### config.mk
export PLATFORM = sky130hd
export DESIGN_NAME = baud_rate_gen
export DESIGN_NICKNAME = d
export VERILOG_FILES = /design/src/rtl/uart_pkg.sv /design/src/rtl/baud_tick_div.sv /design/src/rtl/baud_rate_gen.sv
export SDC_FILE = /design/constraint.sdc
export NUM_CORES = 1
export LEC_CHECK = 0
export CORE_ASPECT_RATIO = 1.25
export CORE_UTILIZATION = 40
export CTS_CLUSTER_DIAMETER = 80
export DETAILED_ROUTE_END_ITERATION = 8
export DONT_BUFFER_PORTS = 1
export GPL_TIMING_DRIVEN = 0
export PLACE_DENSITY = 0.66
export SLEW_MARGIN = 20
export SYNTH_ARGS = -nofsm -noshare
export SYNTH_HDL_FRONTEND = slang
export SYNTH_HIERARCHICAL = 1
export SYNTH_SLANG_ARGS = --single-unit
### constraint.sdc
create_clock -name clk -period 2 [get_ports clk]
set_clock_uncertainty 0.1 [all_clocks]
set_input_delay 0.3 -clock clk [delete_from_list [all_inputs] [get_ports clk]]
set_output_delay 0.3 -clock clk [all_outputs]
set_load 0.1 [all_outputs]
### src/rtl/uart_pkg.sv
// Shared UART constants and elaboration-time helpers for the baud generator.
// Everything here is evaluated at elaboration; nothing divides at run time.
package uart_pkg;

  localparam int unsigned CLK_FREQ_DEFAULT   = 50_000_000;
  localparam int unsigned BAUD_DEFAULT       = 115_200;
  localparam int unsigned OVERSAMPLE_DEFAULT = 16;

  // Integer-truncated clocks-per-tick ratio. Only called from parameter expressions.
  function automatic int unsigned div_ratio(input int unsigned freq,
                                            input int unsigned rate);
    return freq / rate;
  endfunction

  // Counter width for a modulo-div counter; $clog2(div) always holds div-1.
  function automatic int unsigned cnt_width(input int unsigned div);
    return (div < 2) ? 1 : $clog2(div);
  endfunction

endpackage

### src/rtl/baud_tick_div.sv
// Modulo-DIV counter producing a registered one-clock tick every DIV clocks.
// The tick goes high on the edge where the counter wraps from DIV-1 to 0.
module baud_tick_div
  import uart_pkg::*;
#(
  parameter int unsigned DIV = 2
) (
  input  logic clk,
  input  logic rst,
  output logic tick
);

  localparam int unsigned   W    = cnt_width(DIV);
  localparam logic [W-1:0]  LAST = W'(DIV - 1);

  generate
    if (DIV < 2) begin : g_bad_div
      $fatal(1, "baud_tick_div: DIV must be at least 2");
    end
  endgenerate

  logic [W-1:0] cnt;

  // NOTE: sequential state uses non-blocking assignments so every flop
  // samples the pre-edge values regardless of statement order.
  always_ff @(posedge clk) begin
    if (rst) begin
      cnt  <= '0;
      tick <= 1'b0;
    end else if (cnt == LAST) begin
      cnt  <= '0;
      tick <= 1'b1;
    end else begin
      cnt  <= cnt + 1'b1;
      tick <= 1'b0;
    end
  end

endmodule

### src/rtl/baud_rate_gen.sv
// Free-running UART baud tick generator: tx_enb at the bit rate and rx_enb at
// OVERSAMPLE times the bit rate, from two independent divide counters.
module baud_rate_gen
  import uart_pkg::*;
#(
  parameter int unsigned CLK_FREQ   = CLK_FREQ_DEFAULT,
  parameter int unsigned BAUD       = BAUD_DEFAULT,
  parameter int unsigned OVERSAMPLE = OVERSAMPLE_DEFAULT
) (
  input  logic clk,
  input  logic rst,
  output logic tx_enb,
  output logic rx_enb
);

  localparam int unsigned TX_DIV = div_ratio(CLK_FREQ, BAUD);
  localparam int unsigned RX_DIV = div_ratio(CLK_FREQ, BAUD * OVERSAMPLE);

  generate
    if (TX_DIV < 2 || RX_DIV < 2) begin : g_bad_ratio
      $fatal(1, "baud_rate_gen: TX_DIV and RX_DIV must both be at least 2");
    end
  endgenerate

  // The two strobes are deliberately not phase-locked; OVERSAMPLE*RX_DIV
  // generally differs from TX_DIV because of truncation.
  baud_tick_div #(.DIV(TX_DIV)) u_tx_div (
    .clk  (clk),
    .rst  (rst),
    .tick (tx_enb)
  );

  baud_tick_div #(.DIV(RX_DIV)) u_rx_div (
    .clk  (clk),
    .rst  (rst),
    .tick (rx_enb)
  );

endmodule

==> metrics.md, run 1 <==
| Metric | Value |
|---|---|
| Final setup viols | `0` |
| Clock Latency Late Sink | `0.28 ns` |
| 1st-pass router iterations | `4` |
| Largest net degree at the start of global routing | `10` |
| First-pass GRT wire length | `1960 µm` |
| Die Wd | `40.3 µm` |
| CTS root buf | `clkbuf_4` |
| WL final | `1210 µm` |
| Area growth, synth to finish | `9.40%` |
| Post-CTS setup repair buffer count | `0` |
| Number of max-cap violations | `0` |
| #FFs+latches synth | `16` |
| Number of vias per cell | `5.57` |
| Antenna diodes | `0` |
| GRT Util Overall | `14.0%` |
| Final Hold Viols | `0` |
| Ports | `4` |
| CP Data Required Time | `1.60 ns` |
| Final period util | `81.5%` |
| FILL cells | `161` |
| Port Buffers | `0` |
| RSZ-0062 raised after global routing | `no` |
| Total gr overflow | `0` |
| Worst Path Max Fanout | `1` |
| Register area share after synthesis | `43.8%` |
| Hpwl dp | `866 µm` |
| Layout cells sized above 1 | `15.4%` |
| Worst slew pin tran | `0.929 ns` |
| Path category of the worst min-delay check | `in2reg` |
| Syn Inst Count | `73` |
| H-tree levels | `1` |
| Gp weighted congestion | `0.711` |
| Antenna violations before repair | `0` |
| Slew Limit Headroom | `38.0%` |
| Synth Warn # | `6` |
| Static leakage power | `0.000289 µW` |
| CTS clk-pin slew, worst paths | `0.10 ns` |
| Synth Area per Inst | `10.0 µm²` |
| CTS tree | `built` |
| DRC | `0` |
| Final min period | `1.63 ns` |
| Vias | `535` |
| Worst setup EP type | `output pin` |
| Outcome | `finished clean` |
| Setup TNS after final layout | `0 ns` |
| WP data arrival | `1.23 ns` |
| Final ANT Viol Nets | `0` |
| Final core occ | `48.8%` |
| Vias in the first global route | `475` |
| Clock Tree Buf Depth | `2` |
| Maximum VDD drop | `0.000323 V` |
| Die boundary height | `49.8 µm` |
| Synthesized area | `732 µm²` |
| Die area | `2010 µm²` |
| Avg WL per Cell | `12.6 µm` |
| Post-synth cell types | `30` |
| 1st-iter DRT viols | `4` |
| Maximum clock rate | `613 MHz` |
| Syn_nets | `79` |
| Reg area | `320 µm²` |
| Resized Gates After CTS | `0` |
| Nets | `85` |
| Area of the core | `1640 µm²` |
| Startpoint Class | `flip-flop` |
| Starting Density | `44.6%` |
| Row cnt | `16` |
| Clock Sinks | `16` |
| Cts bufs inserted | `3` |
| Final Max Tran Viols | `0` |
| PD cells | `767 nW/µm²` |
| CP Class | `reg2out` |
| Multi-input gate area | `382 µm²` |
## layer usage
layer	up-vias	track usage, %	part of all wire (%)
li1	277	-	-
met1	252	18.4	48
met2	4	20.4	50
met3	2	4.05	2.1
met4	0	6.67	0.74
met5	-	0	0
## power by group
part           internal [µW]  switching (µW)  total [µW]
sequential               335            19.7         355
combinational           22.5            22.9        45.5
clock                    111             104         214
total                    468             146         614
## cells in the final DEF (no fill, tap or decap), types with 2 or more instances in the layout
| cell | count |
|---|---|
| a21oi_1 | 3 |
| a31oi_1 | 3 |
| and4_2 | 2 |
| clkbuf_4 | 3 |
| dfxtp_1 | 16 |
| ha_1 | 4 |
| inv_1 | 5 |
| nand2_1 | 4 |
| nand3_1 | 3 |
| nor2_1 | 5 |
| nor3_1 | 3 |
| nor4_2 | 2 |
| o21bai_1 | 2 |
| or3_1 | 2 |
| xnor2_1 | 2 |
| xor2_1 | 2 |
## sequential cells by signal, indices dropped and copies added (netlist names)
name,cells
u_tx_div/cnt,9
u_rx_div/cnt,5
u_rx_div/tick,1
u_tx_div/tick,1
## final timing paths
check / to / slack (ns) / startpoint / cells past startpoint
min: u_rx_div/cnt[4]$_SDFF_PP0_ / 0.09 / rst / 2
max reg2reg: u_tx_div/cnt[8]$_SDFF_PP0_ / 0.57 / u_tx_div/cnt[0]$_SDFF_PP0_ / 4
min reg2reg: u_tx_div/cnt[0]$_SDFF_PP0_ / 0.40 / u_tx_div/cnt[0]$_SDFF_PP0_ / 1
max: tx_enb / 0.37 / u_tx_div/tick$_SDFF_PP0_ / 0
## layout make-up
| cell class | count | area share, % |
|---|---|---|
| multi-input cells | 51 | 47.7 |
| flip-flops and latches | 16 | 40.0 |
| repair buffers | 1 | 1.25 |
| inverters | 5 | 2.34 |
| clock buffers | 4 | 4.53 |
| well taps | 18 | 2.81 |
| plain buffers | 1 | 1.41 |
## what timing repair did
action	CTS	global route
hold buffers	1	0
endpoints found under the setup margin	0	0
endpoints found under the hold margin	9	0
## cells in the mapped netlist
cell type | number | area [µm²]
nor2_1 | 5 | 18.8
or4_1 | 1 | 7.51
nor4_2 | 2 | 25.0
dfxtp_1 | 16 | 320
o211ai_1 | 1 | 7.51
xor2_1 | 2 | 17.5
buf_6 | 1 | 11.3
o31ai_4 | 1 | 21.3
and4b_1 | 1 | 10.0
inv_1 | 5 | 18.8
nor2b_1 | 1 | 6.26
nand3_1 | 3 | 15.0
nor4_1 | 1 | 6.26
ha_1 | 4 | 50.1
nor3_1 | 3 | 15.0
or3_4 | 1 | 11.3
nand4_2 | 1 | 12.5
xnor2_1 | 2 | 17.5
o221ai_1 | 1 | 8.76
or3_1 | 2 | 12.5
o21ai_0 | 1 | 5.00
o311ai_1 | 1 | 8.76
and4_2 | 2 | 20.0
o21bai_1 | 2 | 15.0
nand4_1 | 1 | 6.26
a31oi_1 | 3 | 18.8
a21oi_1 | 3 | 15.0
nand2_1 | 4 | 15.0
nand2b_1 | 1 | 6.26
or3b_1 | 1 | 8.76
## kinds of logic (layout without fill, tap and decap cells)
| group | Yosys count | count (layout) | share of synthesized area, % |
|---|---|---|---|
| simple gates | 30 | 30 | 26.8 |
| flops | 16 | 16 | 43.8 |
| fa+ha+maj | 4 | 4 | 6.84 |
| buf+inv | 6 | 11 | 4.10 |
| xor+xnor | 4 | 4 | 4.79 |
| compound gates | 13 | 13 | 13.7 |
## metrics by stage
stage | total power, µW | worst slack (ns) | hold slack, ns | instances | cell area (µm²)
finish | 614 | 0.370 | 0.0916 | 96 | 801
global route | 651 | 0.314 | 0.0851 | 96 | 801
CTS | 622 | 0.358 | 0.0820 | 96 | 801
detailed placement | 403 | 0.585 | 0.273 | 91 | 754
global placement | 401 | 0.577 | 0.272 | 91 | 754
floorplan | 393 | 0.681 | 0.269 | 73 | 732
No activity file was read; power rests on OpenSTA's default activity.
==> run 2: changes to the inputs <==
- clock period: 2 -> 1.69 ns (I/O delays scaled with it)
==> results of run 2 <==
Same layout as run 1 (identical final DEF). Status: finished clean.
Among the figures that moved: setup slack after placement 0.585 ns -> 0.275 ns; setup slack after layout 0.370 ns -> 0.106 ns; hold slack 0.0916 ns -> 0.0451 ns; register-to-register setup slack 0.57 ns -> 0.26 ns; total power 614 µW -> 727 µW; worst IR drop on VDD 0.000323 V -> 0.000382 V
